## src/rtl/btn_conditioner.sv

```systemverilog
// Button conditioner: 2-flop sync, per-channel debounce and press pulses.
// Optional auto-repeat on btn_min/btn_sec when AUTO_REPEAT_EN is defined.
module btn_conditioner #(
  parameter int unsigned DEBOUNCE_CNT = 20,
  parameter int unsigned REPEAT_DELAY = 500,
  parameter int unsigned REPEAT_RATE  = 100
) (
  input  logic       clk,
  input  logic       rst,
  input  logic       btn_min,
  input  logic       btn_sec,
  input  logic       btn_start_stop,
  input  logic       btn_reset,
  output logic       btn_min_p,
  output logic       btn_sec_p,
  output logic       btn_start_stop_p,
  output logic       btn_reset_p,
  output logic [3:0] btn_held
);

  localparam int unsigned NCH = 4;
  localparam int unsigned CW  = 16;
  localparam logic [CW:0] DB_LIM = (CW+1)'(DEBOUNCE_CNT);

  logic [NCH-1:0] raw_c;
  logic [NCH-1:0] sync1_q, sync1_d;
  logic [NCH-1:0] sync2_q, sync2_d;
  logic [NCH-1:0] level_q, level_d;
  logic [NCH-1:0] pulse_q, pulse_d;
  logic [NCH-1:0] press_c;
  logic [CW-1:0]  cnt_q [NCH];
  logic [CW-1:0]  cnt_d [NCH];

  assign raw_c = {btn_reset, btn_start_stop, btn_sec, btn_min};

  // Debounce: count consecutive mismatch cycles, toggle level on reaching the limit
  always_comb begin : debounce_comb
    logic [CW:0] cnt_inc;
    sync1_d = raw_c;
    sync2_d = sync1_q;
    level_d = level_q;
    press_c = '0;
    cnt_inc = '0;
    for (int i = 0; i < NCH; i++) begin
      cnt_d[i] = '0;
      cnt_inc  = {1'b0, cnt_q[i]} + (CW+1)'(1);
      if (sync2_q[i] != level_q[i]) begin
        if (cnt_inc == DB_LIM) begin
          level_d[i] = ~level_q[i];
          press_c[i] = ~level_q[i];
        end else begin
          cnt_d[i] = cnt_inc[CW-1:0];
        end
      end
    end
  end

`ifdef AUTO_REPEAT_EN
  localparam logic [1:0] ST_IDLE   = 2'd0;
  localparam logic [1:0] ST_DELAY  = 2'd1;
  localparam logic [1:0] ST_REPEAT = 2'd2;
  localparam logic [CW:0] RD_LIM = (CW+1)'(REPEAT_DELAY);
  localparam logic [CW:0] RR_LIM = (CW+1)'(REPEAT_RATE);

  logic [1:0]    st_q   [2];
  logic [1:0]    st_d   [2];
  logic [CW-1:0] rcnt_q [2];
  logic [CW-1:0] rcnt_d [2];
  logic [1:0]    rep_c;

  // Repeat FSMs for min/sec; a debounced release always wins over a due repeat
  always_comb begin : repeat_comb
    logic [CW:0] rinc;
    rep_c = '0;
    rinc  = '0;
    for (int j = 0; j < 2; j++) begin
      st_d[j]   = st_q[j];
      rcnt_d[j] = rcnt_q[j];
      rinc      = {1'b0, rcnt_q[j]} + (CW+1)'(1);
      case (st_q[j])
        ST_IDLE: begin
          if (press_c[j]) begin
            st_d[j]   = ST_DELAY;
            rcnt_d[j] = '0;
          end
        end
        ST_DELAY: begin
          if (!level_d[j]) begin
            st_d[j]   = ST_IDLE;
            rcnt_d[j] = '0;
          end else if (rinc == RD_LIM) begin
            st_d[j]   = ST_REPEAT;
            rcnt_d[j] = '0;
            rep_c[j]  = 1'b1;
          end else begin
            rcnt_d[j] = rinc[CW-1:0];
          end
        end
        ST_REPEAT: begin
          if (!level_d[j]) begin
            st_d[j]   = ST_IDLE;
            rcnt_d[j] = '0;
          end else if (rinc == RR_LIM) begin
            rcnt_d[j] = '0;
            rep_c[j]  = 1'b1;
          end else begin
            rcnt_d[j] = rinc[CW-1:0];
          end
        end
        default: begin
          st_d[j]   = ST_IDLE;
          rcnt_d[j] = '0;
        end
      endcase
    end
    pulse_d = press_c | {2'b00, rep_c};
  end

  always_ff @(posedge clk) begin
    for (int j = 0; j < 2; j++) begin
      if (rst) begin
        st_q[j]   <= ST_IDLE;
        rcnt_q[j] <= '0;
      end else begin
        st_q[j]   <= st_d[j];
        rcnt_q[j] <= rcnt_d[j];
      end
    end
  end
`else
  always_comb begin : pulse_comb
    pulse_d = press_c;
  end
`endif

  always_ff @(posedge clk) begin
    if (rst) begin
      sync1_q <= '0;
      sync2_q <= '0;
      level_q <= '0;
      pulse_q <= '0;
      for (int i = 0; i < NCH; i++) cnt_q[i] <= '0;
    end else begin
      sync1_q <= sync1_d;
      sync2_q <= sync2_d;
      level_q <= level_d;
      pulse_q <= pulse_d;
      for (int i = 0; i < NCH; i++) cnt_q[i] <= cnt_d[i];
    end
  end

  assign btn_min_p        = pulse_q[0];
  assign btn_sec_p        = pulse_q[1];
  assign btn_start_stop_p = pulse_q[2];
  assign btn_reset_p      = pulse_q[3];
  assign btn_held         = level_q;

endmodule

```

## config.mk

```make
export PLATFORM = sky130hd
export DESIGN_NAME = btn_conditioner
export DESIGN_NICKNAME = d
export VERILOG_FILES = /design/src/rtl/btn_conditioner.sv
export SDC_FILE = /design/constraint.sdc
export NUM_CORES = 1
export LEC_CHECK = 0
export CAP_MARGIN = 20
export CORE_MARGIN = 4
export CORE_UTILIZATION = 55
export DETAILED_ROUTE_END_ITERATION = 8
export HOLD_SLACK_MARGIN = 0.08
export PLACE_DENSITY = 0.7
export SYNTH_ARGS = -nofsm -noshare
export SYNTH_HDL_FRONTEND = slang
export SYNTH_SLANG_ARGS = --single-unit
```

## constraint.sdc

```tcl
create_clock -name clk -period 2.4 [get_ports clk]
set_input_delay 0.48 -clock clk [delete_from_list [all_inputs] [get_ports clk]]
set_output_delay 0.48 -clock clk [all_outputs]
set_load 0.02 [all_outputs]
```

==> impl_results.md, run 1 <==
* H-tree Lvls at 3
* Diode count at 0
* CP arrival at ~2.5 ns
* Max Slew Vio Count at 0
* DRT antenna net count at 0
* CTS tree: done
* First-pass GRT wire length at roughly 13 mm
* Async set-reset flop share out of synthesis at 0%
* Synthesized flop and latch total at 80
* Fmax at around 440 MHz
* Iteration-0 DRC Markers at 64
* Critical Path End Type: register
* Post-synth top flop: dfxtp_1
* Worst Skew at between 0.007 and 0.008 ns
* Worst R2R End: btn_held[3]$_SDFFE_PP0P_
* Drt total wl at roughly 7.6 mm
* Setup TNS at 0 ns
* Outcome: finished clean
* Final Total Pwr at approximately 2.5 mW
* Die X at approximately 95 um
* Seq/Total Area, Yosys at 38.85%
* Tot GR Track Use at ~18%
* Worst setup SP type: register
* Core Util, Final at roughly 64%
* Start of the worst register-to-register path: cnt_q[3][0]$_SDFF_PP0_
* Gr ovfl total at 0
* Hold WC Path Type: register to register
* Final Hold Viols at 0
* Slew @ Worst Pin at slightly below 0.5 ns
* Period minus WS final at 2.249 ns
* Synth Warn # at 0
* Slowest stage cell, crit path: or3b_2
* Die area at around 8900 um^2
* Critical Path Start: cnt_q[3][0]$_SDFF_PP0_
* Reg2reg path depth at 7
* Max clock buf depth at 2
* Total number of vias at about 3,300
* Cell Count, Final, Fillers Out at 595
* RSZ-0062 raised after global routing: no
* Mapped Avg Cell Area at ~8.7 um^2
* Slowest cell delay on critical path at between 0.4 and 0.5 ns
* Max Fanout on Critical Path at 6
* Clk root buf: clkbuf_8
* Initial Utilization at a little under three fifths
* CP endpoint: btn_held[3]$_SDFFE_PP0P_
* CTS sink cnt at 80
* Site Rows at 31
* WL/cell at between 10 and 15 um
* Height of the chip at around 95 um
* Critical path type: register to register
* Clk pin slew, worst setup/hold paths at approximately 0.090 ns
* # IOs at 14
* Cells after DPL at roughly 580
* Leakage at 1.514 nW
* Worst Hold Path Cells at 1
* Num CTS Buffers at 9
* Post-CTS setup buffer count at 0
* Synth Net Count at around 490
* Peak VDD IR at slightly below 0.0004 V
* Critical Path RT at 2.63 ns
* Final HPWL DP at approximately 5.6 mm
* Share of cells above drive strength 1 at a little over an eighth
* Hold WS at 0.4425 ns
* Netlist Area Pre-Place at 4123 um^2
* Placer Congestion at slightly below 0.9
* Nets at 504
* Clock Latency Late Sink at approximately 0.34 ns
* Normalized max-slew margin at about two thirds
* Power per cell area at 541.3 nW/um^2
* CP cell instances: ha_2 -> and4_1 -> nand3_1 -> xor2_1 -> or3b_2 -> o31ai_1 -> a21oi_1
* Synth-to-layout area growth at 11.90%
* Initial antenna violation count at 0
* Core area at between 7000 and 8000 um^2
* Synth unique cells at between 60 and 70
* Fin crit share at 93.73%
* Drt first pass iters at 4
* Residual DRC at 0
* Largest net degree at the start of global routing at 17
* Max-Cap Viols at 0
* Number of global-route vias before repair at approximately 3,000
* Number of flops mapped to enable cells by yosys at 0
* Setup Viol. Count Final at 0
* Vias/cell at approximately 5.6
* Mapped Cells at about 480
* IO Port Bufs at 13
* R2r setup slk at ~0.15 ns
## cell families (layout without fill, tap and decap cells)
logic type                 Yosys count  count (layout)  share of synthesized area (%)
and+or+nand+nor                    240             240                          32.11
DFF                                 80              80                          38.85
xor gates and xnor gates            62              62                          13.17
AOI/OAI and AO/OA                   43              43                          7.800
buffers and inverters               35              56                          3.976
muxes                                8               8                          1.973
adders and majority gates            7               7                          2.124
## cell usage after synthesis, types with 3 or more instances
cell	number	area, um^2
mux2i_1	7	70.07
a21oi_1	7	35.03
or3_1	7	43.79
inv_1	9	33.78
xor2_1	31	271.5
xnor2_1	31	271.5
and3_1	13	81.33
nand2_1	19	71.32
o31ai_1	4	30.03
o211ai_1	3	22.52
and4_1	7	61.31
dfxtp_1	80	1602
buf_2	7	35.03
or2_2	3	18.77
nor4_1	9	56.30
nor2_1	65	244.0
clkbuf_1	12	45.04
o21ai_0	5	25.02
nor2b_1	10	62.56
nor3_1	18	90.09
a21oi_2	3	26.28
a31oi_1	4	25.02
nor3b_1	5	37.54
nand2b_1	11	68.82
clkbuf_2	3	15.01
nand4_1	19	118.9
nand3_1	35	175.2
ha_1	7	87.58
## sequential cells by signal, indices dropped and copies added (netlist names)
name	flops
btn_held	4
cnt_q	64
pulse_q	4
sync1_q	4
sync2_q	4
## critical path: cells and delay by family, from the launching register on
kind	cells	cell delay, ns
AND/OR/NAND/NOR	3	0.91
flip-flops	1	0.44
adder cells (fa/ha/maj)	1	0.26
XOR/XNOR	1	0.21
AO/OA/AOI/OAI	2	0.30
## routing by layer
metal | vias up | wire length (um) | GRT usage, %
met5 | - | 0 | 0
met4 | 0 | 130 | 6.130
met3 | 13 | 346 | 5.418
met2 | 71 | 3621 | 30.79
met1 | 1540 | 3535 | 22.90
li1 | 1694 | - | -
## final cells by class
cell class                      count  area (um^2)
Sequential cell                    80         1602
Fill cell                         664         2640
Clock inverter                      6        91.34
Multi-Input combinational cell    360         2360
Clock buffer                       10        137.6
Inverter                            9        33.78
Tap cell                           99        123.9
Timing Repair Buffer               31        265.3
## worst min path at each step
| stage | slack [ns] | endpoint | from |
|---|---|---|---|
| after floorplan | 0.41 | sync2_q[0]$_SDFF_PP0_ | sync1_q[0]$_SDFF_PP0_ |
| after global placement | 0.42 | sync2_q[1]$_SDFF_PP0_ | sync1_q[1]$_SDFF_PP0_ |
| after detailed placement | 0.43 | sync2_q[2]$_SDFF_PP0_ | sync1_q[2]$_SDFF_PP0_ |
| after CTS | 0.44 | sync2_q[2]$_SDFF_PP0_ | sync1_q[2]$_SDFF_PP0_ |
| after global routing | 0.45 | sync2_q[2]$_SDFF_PP0_ | sync1_q[2]$_SDFF_PP0_ |
| final | 0.44 | sync2_q[0]$_SDFF_PP0_ | sync1_q[0]$_SDFF_PP0_ |
## cell usage in the layout (no fill, tap or decap), drive strengths merged, types with 5 or more instances in the layout
cell type | synthesis | final
dfxtp | 80 | 80
nor2 | 67 | 67
nand3 | 35 | 35
xor2 | 31 | 31
xnor2 | 31 | 31
nand4 | 21 | 21
nor3 | 20 | 20
nand2 | 19 | 19
buf | 9 | 18
and3 | 14 | 14
clkdlybuf4s50 | 0 | 13
nand2b | 11 | 11
nor2b | 11 | 11
nor4 | 11 | 11
clkbuf | 16 | 10
inv | 9 | 10
a21oi | 10 | 10
and4 | 8 | 8
or3 | 8 | 8
mux2i | 7 | 7
ha | 7 | 7
nor3b | 5 | 5
o21ai | 5 | 5
## through the flow
step | area, um^2 | setup WS, ns
5_1_grt | 4613 | 0.004866
2_1_floorplan | 4123 | 0.2851
4_1_cts | 4611 | 0.08068
3_3_place_gp | 4382 | 0.1984
6_report | 4613 | 0.1505
3_5_place_dp | 4382 | 0.09997
## where the power goes
part           switching (mW)  total [mW]  internal [mW]
registers             0.00543        1.34           1.33
clock network           0.500        1.12          0.617
logic                  0.0194      0.0398         0.0204
total                   0.525        2.50           1.97
## what timing repair did
item                                    4_1_cts  5_1_grt
hold buffers                                  0        0
endpoints found under the setup margin        0       11
resized for setup                             0        2
(Power assumes the default switching activity.)
==> inputs of run 2 (changes only) <==
--- a/config.mk
+++ b/config.mk
@@ -6,6 +6,7 @@
 export NUM_CORES = 1
 export LEC_CHECK = 0
 export CAP_MARGIN = 20
+export CORE_ASPECT_RATIO = 1.5
 export CORE_MARGIN = 4
 export CORE_UTILIZATION = 55
 export DETAILED_ROUTE_END_ITERATION = 8
==> run 2 against run 1 <==
- die area increased by 0.31%
- via count increased by 0.15%
- wire length increased by 1.8%
- critical path depth unchanged
- hold slack got worse by 0.00078 ns
- final cell count unchanged
- global-route usage increased by 0.99 points
- non-clock buffer count decreased by 1
- register-to-register slack improved by 0.04 ns
- design area increased by 0.27%
- largest cell class unchanged
==> impl_results.md, run 2 (synthesis gave the netlist of run 1 again) <==
* Outcome: finished clean
* Total number of vias at 3,323
* Worst setup SP type: register
* Clk pin slew, worst setup/hold paths at 0.08 ns
* DRT antenna net count at 0
* Iteration-0 DRC Markers at 159
* Fin crit share at a little over 90%
* H-tree Lvls at 3
* IO Port Bufs at 13
* Die X at 78.69 um
* Initial Utilization at approximately 57%
* Final HPWL DP at 5.662 mm
* Core Util, Final at 63.59%
* Max-Cap Viols at 0
* Power per cell area at approximately 550 nW/um^2
* Sw Ratio at about a fifth
* Internal at just over 2 mW
* CP arrival at approximately 2.5 ns
* Residual DRC at 0
* Core area at a little over 7000 um^2
* Gate power share at under 10%
* NetSw at 508.0 uW
* CTS tree: done
* CTS sink cnt at 80
* Sequential share of power at a little over half
* Max reg flops at 64
* First-pass GRT wire length at 13.96 mm
* Max Slew Vio Count at 0
* Number of global-route vias before repair at between 3,000 and 4,000
* Fin area at 4626 um^2
* Period minus WS final at 2.213 ns
* Slew @ Worst Pin at ~0.44 ns
* Worst Skew at roughly 0.012 ns
* Clock Latency Late Sink at roughly 0.36 ns
* Num CTS Buffers at 9
* Site Rows at 38
* Normalized max-slew margin at between 70% and 80%
* Drt total wl at between 7 and 8 mm
* Most frequent cells in the layout: dfxtp_1 (77), nor2_1 (65), nand3_1 (35)
* FF/Latch Area at approximately 1600 um^2
* Height of the chip at between 100 and 150 um
* Synth-to-layout area growth at 12.20%
* Share of cells above drive strength 1 at approximately 14%
* Multi-input gate area at 2369 um^2
* Diode count at 0
* Gr ovfl total at 0
* Leakage at 1.518 nW
* Fill cell count at around 670
* Clk pwr share at between 40 and 50%
* Critical Path RT at 2.64 ns
* Area post-placement at about 4400 um^2
* Nets at 503
* Commonest non-fill, non-tap cell in the layout: dfxtp_1
* CTS hold repair buffers at 0
* Placer Congestion at roughly 0.90
* Setup TNS at 0 ns
* Hold WC Path Type: register to register
* Clk root buf: clkbuf_8
* Final Total Pwr at 2.550 mW
* Initial antenna violation count at 0
* Die area at around 9000 um^2
* Setup ws final at ~0.19 ns
* Tot GR Track Use at between 10% and 20%
* Critical path type: register to register
* Max clock buf depth at 2
* Setup Viol. Count Final at 0
* Critical Path End Type: register
* WL/cell at ~13 um
* RSZ-0062 raised after global routing: no
* Peak VDD IR at roughly 0.00046 V
* DP Worst Slack at ~0.17 ns
* Final Hold Viols at 0
* Vias/cell at 5.585
* # IOs at 14
* Fmax at 451.8 MHz
* Max Fanout on Critical Path at 6
* Largest net degree at the start of global routing at 17
* Drt first pass iters at 4
* Biggest register: cnt_q
[run 2: metrics by stage]
step	hold slack, ns	std cells
2_1_floorplan	0.4138	475
3_3_place_gp	0.4200	577
3_5_place_dp	0.4422	577
4_1_cts	0.4535	593
5_1_grt	0.4738	595
6_report	0.4417	595
[run 2: worst paths after layout]
| check | from | to | slack (ns) | cells past startpoint |
|---|---|---|---|---|
| setup reg to reg | cnt_q[3][1]$_SDFF_PP0_ | btn_held[3]$_SDFFE_PP0P_ | 0.19 | 7 |
| hold reg to reg | sync1_q[3]$_SDFF_PP0_ | sync2_q[3]$_SDFF_PP0_ | 0.44 | 1 |
| hold / removal | sync1_q[3]$_SDFF_PP0_ | sync2_q[3]$_SDFF_PP0_ | 0.44 | 1 |
| setup / recovery | cnt_q[3][1]$_SDFF_PP0_ | btn_held[3]$_SDFFE_PP0P_ | 0.19 | 7 |
[run 2: area by class of cell]
cell class / count / area share, %
Clock buffer: 10 / 2.759
Multi-Input combinational cell: 360 / 51.20
Timing Repair Buffer: 30 / 5.572
Sequential cell: 80 / 34.70
Tap cell: 100 / 2.705
Clock inverter: 6 / 2.326
Inverter: 9 / 0.7303
[run 2: routing by layer]
layer  wire (um)  global-route usage, %
met2        3912                  33.69
met1        3383                  21.66
met3         204                  4.502
met4         270                  11.09
met5           0                      0
[run 2: worst max-delay path, stage by stage (launching register included)]
cell and delay, ns:
dfxtp_1 0.41, ha_2 0.25, and4_2 0.30, nand3_1 0.15, xor2_2 0.21, or3b_2 0.49, o31ai_1 0.20, a21oi_1 0.09
[run 2: power by group through the flow]
stage | sequential [mW] | combinational (mW) | clock, mW
after floorplan | 1.37 | 0.0247 | 0
after global placement | 1.37 | 0.0391 | 0
after detailed placement | 1.37 | 0.0398 | 0
after CTS | 1.34 | 0.0402 | 1.20
after global routing | 1.34 | 0.0441 | 1.26
final | 1.34 | 0.0394 | 1.17
[run 2: repair_timing]
action,in CTS,in global routing
setup endpoints to repair,0,16
resized for setup,0,8
buffers inserted,0,2
